[src/rtl/swc_rtu_req_arbiter.sv]
// swc_rtu_req_arbiter: round-robin share of one RTU lookup engine among
// g_num_ports input blocks, one lookup in flight, with a per-port
// valid/ack holding register that feeds swc_core rtu_rsp_* directly.
// Optional: define SWC_RTU_ARB_TIMEOUT_EN to force a drop result when the
// engine stays silent for g_timeout WAIT cycles.

// One port's response holding register.
module swc_rtu_rsp_slot #(
  parameter int g_num_ports  = 7,
  parameter int g_prio_width = 3
) (
  input  logic                    clk_i,
  input  logic                    rst_n_i,
  input  logic                    load,
  input  logic                    ack,
  input  logic [g_num_ports-1:0]  mask_in,
  input  logic                    drop_in,
  input  logic [g_prio_width-1:0] prio_in,
  output logic                    valid,
  output logic [g_num_ports-1:0]  mask,
  output logic                    drop,
  output logic [g_prio_width-1:0] prio
);

  // Load sets valid with fresh fields; ack only clears valid, fields stay.
  // Load and ack cannot coincide: a port with valid set is never granted.
  always_ff @(posedge clk_i or negedge rst_n_i) begin
    if (!rst_n_i) begin
      valid <= 1'b0;
      mask  <= '0;
      drop  <= 1'b0;
      prio  <= '0;
    end else if (load) begin
      valid <= 1'b1;
      mask  <= mask_in;
      drop  <= drop_in;
      prio  <= prio_in;
    end else if (ack && valid) begin
      valid <= 1'b0;
    end
  end

endmodule

module swc_rtu_req_arbiter #(
  parameter int g_num_ports     = 7,
  parameter int g_port_id_width = 3,
  parameter int g_prio_width    = 3,
  parameter int g_timeout       = 255
) (
  input  logic                                clk_i,
  input  logic                                rst_n_i,
  input  logic [g_num_ports-1:0]              port_req_i,
  output logic [g_num_ports-1:0]              port_req_ack_o,
  output logic                                eng_req_o,
  output logic [g_port_id_width-1:0]          eng_port_o,
  input  logic                                eng_rsp_valid_i,
  input  logic [g_num_ports-1:0]              eng_dst_mask_i,
  input  logic                                eng_drop_i,
  input  logic [g_prio_width-1:0]             eng_prio_i,
  output logic [g_num_ports-1:0]              rtu_rsp_valid_o,
  input  logic [g_num_ports-1:0]              rtu_rsp_ack_i,
  output logic [g_num_ports*g_num_ports-1:0]  rtu_dst_port_mask_o,
  output logic [g_num_ports-1:0]              rtu_drop_o,
  output logic [g_num_ports*g_prio_width-1:0] rtu_prio_o
);

  localparam int N  = g_num_ports;
  localparam int IW = g_port_id_width;
  localparam int PW = g_prio_width;

  if (g_timeout < 1 || (2**IW) < N) begin : g_bad_params
    $error("swc_rtu_req_arbiter: port id width too small or g_timeout < 1");
  end

  typedef enum logic [1:0] {IDLE, ISSUE, WAIT, DELIVER} state_t;

  typedef struct packed {
    logic [N-1:0]  mask;
    logic          drop;
    logic [PW-1:0] prio;
  } rsp_t;

  state_t        state;
  logic [IW-1:0] ptr;
  rsp_t          rsp_q;
  logic [N-1:0]  elig;
  logic [N-1:0]  load;
  logic          any_elig;
  logic [IW-1:0] pick;
  int            j;

`ifdef SWC_RTU_ARB_TIMEOUT_EN
  localparam int TW = (g_timeout > 1) ? $clog2(g_timeout + 1) : 1;
  logic [TW-1:0] cnt;
`endif

  // A port holding an unacked response may not start another lookup.
  assign elig = port_req_i & ~rtu_rsp_valid_o;

  // Round-robin search starting one past the last grant, wrapping at N-1.
  always_comb begin
    any_elig = 1'b0;
    pick     = ptr;
    j        = 0;
    for (int k = 1; k <= N; k++) begin
      j = int'(ptr) + k;
      if (j >= N) j = j - N;
      if (!any_elig && elig[IW'(j)]) begin
        any_elig = 1'b1;
        pick     = IW'(j);
      end
    end
  end

  // Control FSM; eng_port_o doubles as the current grant index.
  always_ff @(posedge clk_i or negedge rst_n_i) begin
    if (!rst_n_i) begin
      state          <= IDLE;
      ptr            <= IW'(N - 1);
      eng_req_o      <= 1'b0;
      eng_port_o     <= '0;
      port_req_ack_o <= '0;
      rsp_q          <= '0;
`ifdef SWC_RTU_ARB_TIMEOUT_EN
      cnt            <= '0;
`endif
    end else begin
      eng_req_o      <= 1'b0;
      port_req_ack_o <= '0;
      case (state)
        IDLE: begin
          if (any_elig) begin
            ptr            <= pick;
            eng_port_o     <= pick;
            eng_req_o      <= 1'b1;
            port_req_ack_o <= N'(1) << pick;
            state          <= ISSUE;
          end
        end
        ISSUE: begin
          state <= WAIT;
`ifdef SWC_RTU_ARB_TIMEOUT_EN
          cnt   <= '0;
`endif
        end
        WAIT: begin
          if (eng_rsp_valid_i) begin
            rsp_q.mask <= eng_dst_mask_i;
            rsp_q.drop <= eng_drop_i;
            rsp_q.prio <= eng_prio_i;
            state      <= DELIVER;
          end
`ifdef SWC_RTU_ARB_TIMEOUT_EN
          // Counter reaches g_timeout on this edge: give up with a drop.
          else if (cnt == TW'(g_timeout - 1)) begin
            rsp_q.mask <= '0;
            rsp_q.drop <= 1'b1;
            rsp_q.prio <= '0;
            cnt        <= cnt + TW'(1);
            state      <= DELIVER;
          end else begin
            cnt <= cnt + TW'(1);
          end
`endif
        end
        DELIVER: state <= IDLE;
        default: state <= IDLE;
      endcase
    end
  end

  // Per-port holding registers; only the granted port loads, in DELIVER.
  for (genvar i = 0; i < N; i++) begin : g_slot
    assign load[i] = (state == DELIVER) && (eng_port_o == IW'(i));

    swc_rtu_rsp_slot #(
      .g_num_ports  (N),
      .g_prio_width (PW)
    ) u_slot (
      .clk_i   (clk_i),
      .rst_n_i (rst_n_i),
      .load    (load[i]),
      .ack     (rtu_rsp_ack_i[i]),
      .mask_in (rsp_q.mask),
      .drop_in (rsp_q.drop),
      .prio_in (rsp_q.prio),
      .valid   (rtu_rsp_valid_o[i]),
      .mask    (rtu_dst_port_mask_o[i*N +: N]),
      .drop    (rtu_drop_o[i]),
      .prio    (rtu_prio_o[i*PW +: PW])
    );
  end

endmodule

[config.mk]
export PLATFORM = sky130hd
export DESIGN_NAME = swc_rtu_req_arbiter
export DESIGN_NICKNAME = d
export VERILOG_FILES = /design/src/rtl/swc_rtu_req_arbiter.sv
export SDC_FILE = /design/constraint.sdc
export NUM_CORES = 1
export LEC_CHECK = 0
export ABC_AREA = 1
export CORE_ASPECT_RATIO = 1.1
export CORE_UTILIZATION = 45
export CTS_BUF_LIST = sky130_fd_sc_hd__clkbuf_8
export DETAILED_ROUTE_END_ITERATION = 8
export GPL_ROUTABILITY_DRIVEN = 0
export PLACE_DENSITY = 0.74
export REMOVE_ABC_BUFFERS = 1
export SLEW_MARGIN = 20
export SYNTH_ARGS = -nofsm -noshare
export SYNTH_HDL_FRONTEND = slang
export SYNTH_HIERARCHICAL = 1
export SYNTH_SLANG_ARGS = --single-unit
[constraint.sdc]
create_clock -name clk_i -period 2.93 [get_ports clk_i]
set_clock_uncertainty 0.2 [all_clocks]
set_input_delay 0.586 -clock clk_i [delete_from_list [all_inputs] [get_ports clk_i]]
set_output_delay 0.586 -clock clk_i [all_outputs]
set_load 0.1 [all_outputs]
==> flow_metrics.tcl <==
set metrics [dict create \
    io_buffers 122 \
    grt_max_degree 50 \
    design.die.area_mm2 0.01367 \
    reg2reg_depth 18 \
    ios 123 \
    synth_area_leader_cell "dfrtp_1" \
    finalCriticalPeriod_ps 3277 \
    finalCritPeriodShare_pct 111.8 \
    drc 2 \
    cp-end-kind "flip-flop" \
    cts_root_buf "clkbuf_8" \
    grt_pass1_wl_um 28200 \
    first_global_vias 5793 \
    place_hpwl_um 12640 \
    yosysTopAreaCellShare_pct 45.47 \
    mostFrequentLayoutCells "nand2_1, buf_4, dfrtp_1" \
    crit_required_ps 3030 \
    diodes 0 \
    synth_cells 781 \
    initial_core_util_pct 46.61 \
    drive_above_1_share_pct 35.73 \
    r2r_end "state[1]" \
    placed_area_mm2 0.007536 \
    timing.critical_path.to "state[1]" \
    die_w_um 111.6 \
    syn_to_final_growth_pct 40.34 \
    crit_arrival_ps 3370 \
    final_antenna_net_count 0 \
    r2r_start "ptr[1]" \
    yosysWarnings 6 \
    fin_setup_tns_ps -4469 \
    rrSetupSlack_ps -350 \
    grt_usage_pct 26.61 \
    overflow 0 \
    crit_path_max_fanout 7 \
    wirelength_um 18090 \
    holdWs_ps 278.3 \
    ys_seq_area_share_pct 46.36 \
    critPathLaunch "ptr[1]" \
    drtIter0Drc 360 \
    via_per_inst 5.121 \
    final_util_pct 65.41 \
    clk_latency_ps 370 \
    die_y_um 122.5 \
    slew_headroom_pct 62.41 \
    rsz0062_at_grt "true" \
    synth_area_mm2 0.005943 \
    cts_tree "built" \
    first_pass_iters 7 \
    layout_setup_ws_ps -346.8 \
    h-tree-depth 3 \
    hold_path_depth 2 \
    drv_slew 0 \
    finalInstanceArea_mm2 0.008341 \
    antenna_found_initial 0 \
    post_drt_wl_per_cell_um 15.80 \
    cts_buffer_depth 2 \
    final_common_cell "nand2_1" \
    cap_viol_max_count 0 \
    avgSynthCellArea_um2 7.610 \
    num_rows 43 \
    hold_path.class "reg2reg" \
    worstMarginPinSlew_ps 562.5 \
    nets 1027 \
    synth_area_leaders "dfrtp_1, nand2_1, nand3_1, inv_1, ha_1" \
    ys_ff_latch 110 \
    via_count 5864 \
    violations "design-rule violations, negative setup slack" \
    start_kind "flip-flop" \
    crit_type "reg2reg" \
    cts.sinks 110 \
    ys_types 36 \
    numCtsBuffers 9 \
    fmaxAchievable_mhz 305.2 \
    final-setup-viol-count 15 \
    status "finished with violations" \
    finalHoldViolations 0 \
    fp.coreArea_mm2 0.01275 \
    path_clk_slew_ps 90 \
]
## routing by layer
metal	global-route usage (%)	vias to the layer above	share of wire, %
met4	13.01	0	4.2
met5	0	-	0
met1	32.15	2766	39
li1	-	2817	-
met3	5.630	61	7.3
met2	45.59	220	49
## synth_stat cells
master,count
nand2_1,374
dfrtp_1,108
nand3_1,60
inv_1,59
nor2_1,38
ha_1,15
inv_2,15
nand2_2,14
o21ai_0,14
mux2_2,11
buf_6,9
buf_4,8
o21ai_1,6
a21oi_1,5
nand3_2,5
nand4_1,5
nand3_4,4
a21oi_2,3
nor2_2,3
nor3_1,3
o211ai_1,3
o21ai_2,3
clkinv_1,2
dfstp_2,2
a22oi_1,1
a31oi_1,1
buf_2,1
clkbuf_1,1
clkinv_2,1
fa_1,1
inv_4,1
nand2_4,1
nand3b_4,1
nor2_4,1
o21bai_1,1
o22ai_1,1
## repair_timing
action / 4_1_cts / 5_1_grt
cloned: 1 / 0
hold buffers: 1 / 0
resized for setup: 51 / 78
hold endpoints to repair: 33 / 0
setup buffers: 7 / 6
endpoints found under the setup margin: 15 / 15
pin swaps: 14 / 39
## final cells by class
class,instances,area [µm²]
flip-flops and latches,110,2756
repair buffers,209,1702
clock inverters,6,85.08
clock buffers,10,137.6
repair inverters,1,7.507
inverters,78,307.8
multi-input cells,574,3148
fillers,1051,4410
well taps,157,196.4
## registers in the layout (all words and copies together), names as in the netlist
register             cells
state                    2
g_slot.u_slot/prio      21
g_slot.u_slot/drop       7
ptr                      2
eng_port_o               3
g_slot.u_slot/valid      7
g_slot.u_slot/mask      49
eng_req_o                1
rsp_q                   11
port_req_ack_o           7
## through the flow
step / std cells / setup slack, ps
after global routing: 1145 / -510.9
final: 1145 / -346.8
after global placement: 1114 / -265.3
after detailed placement: 1114 / -313.7
after CTS: 1139 / -147.1
after floorplan: 762 / -1107
## critical path, cell delays in order (launching register included)
cell and delay, ps:
dfstp_2 600, inv_4 80, fa_2 490, inv_2 140
nand2_4 80, nand2_4 100, nand2_2 70, nand3_2 80
nand3_1 90, nand2_2 110, nand3_4 90, inv_6 100
nand3_4 100, nor2_4 170, nand4_1 170, buf_4 180
o22ai_4 170, nor2_2 60, a21oi_2 110
## how the worst min path moves through the flow
| stage | to | startpoint |
|---|---|---|
| 5_1_grt | g_slot[1].u_slot/mask[4] | g_slot[1].u_slot/mask[4] |
| 4_1_cts | g_slot[2].u_slot/prio[2] | g_slot[2].u_slot/prio[2] |
| 2_1_floorplan | eng_port_o[0] | rst_n_i |
| 3_3_place_gp | g_slot[6].u_slot/prio[0] | g_slot[6].u_slot/prio[0] |
| 3_5_place_dp | g_slot[3].u_slot/mask[6] | g_slot[3].u_slot/mask[6] |
| 6_report | g_slot[2].u_slot/mask[3] | g_slot[2].u_slot/mask[3] |
## cells by family after synthesis
kind of cell	count (synthesis)	share of synthesized area [%]
compound gates	38	3.832
mux	11	2.084
flops	110	46.36
fa+ha+maj	16	3.495
simple gates	509	36.38
buf+inv	97	7.853
Power is left out: the tool's default activity adds up to more than one toggle a clock period on the data nets, which glitch-free logic cannot reach.
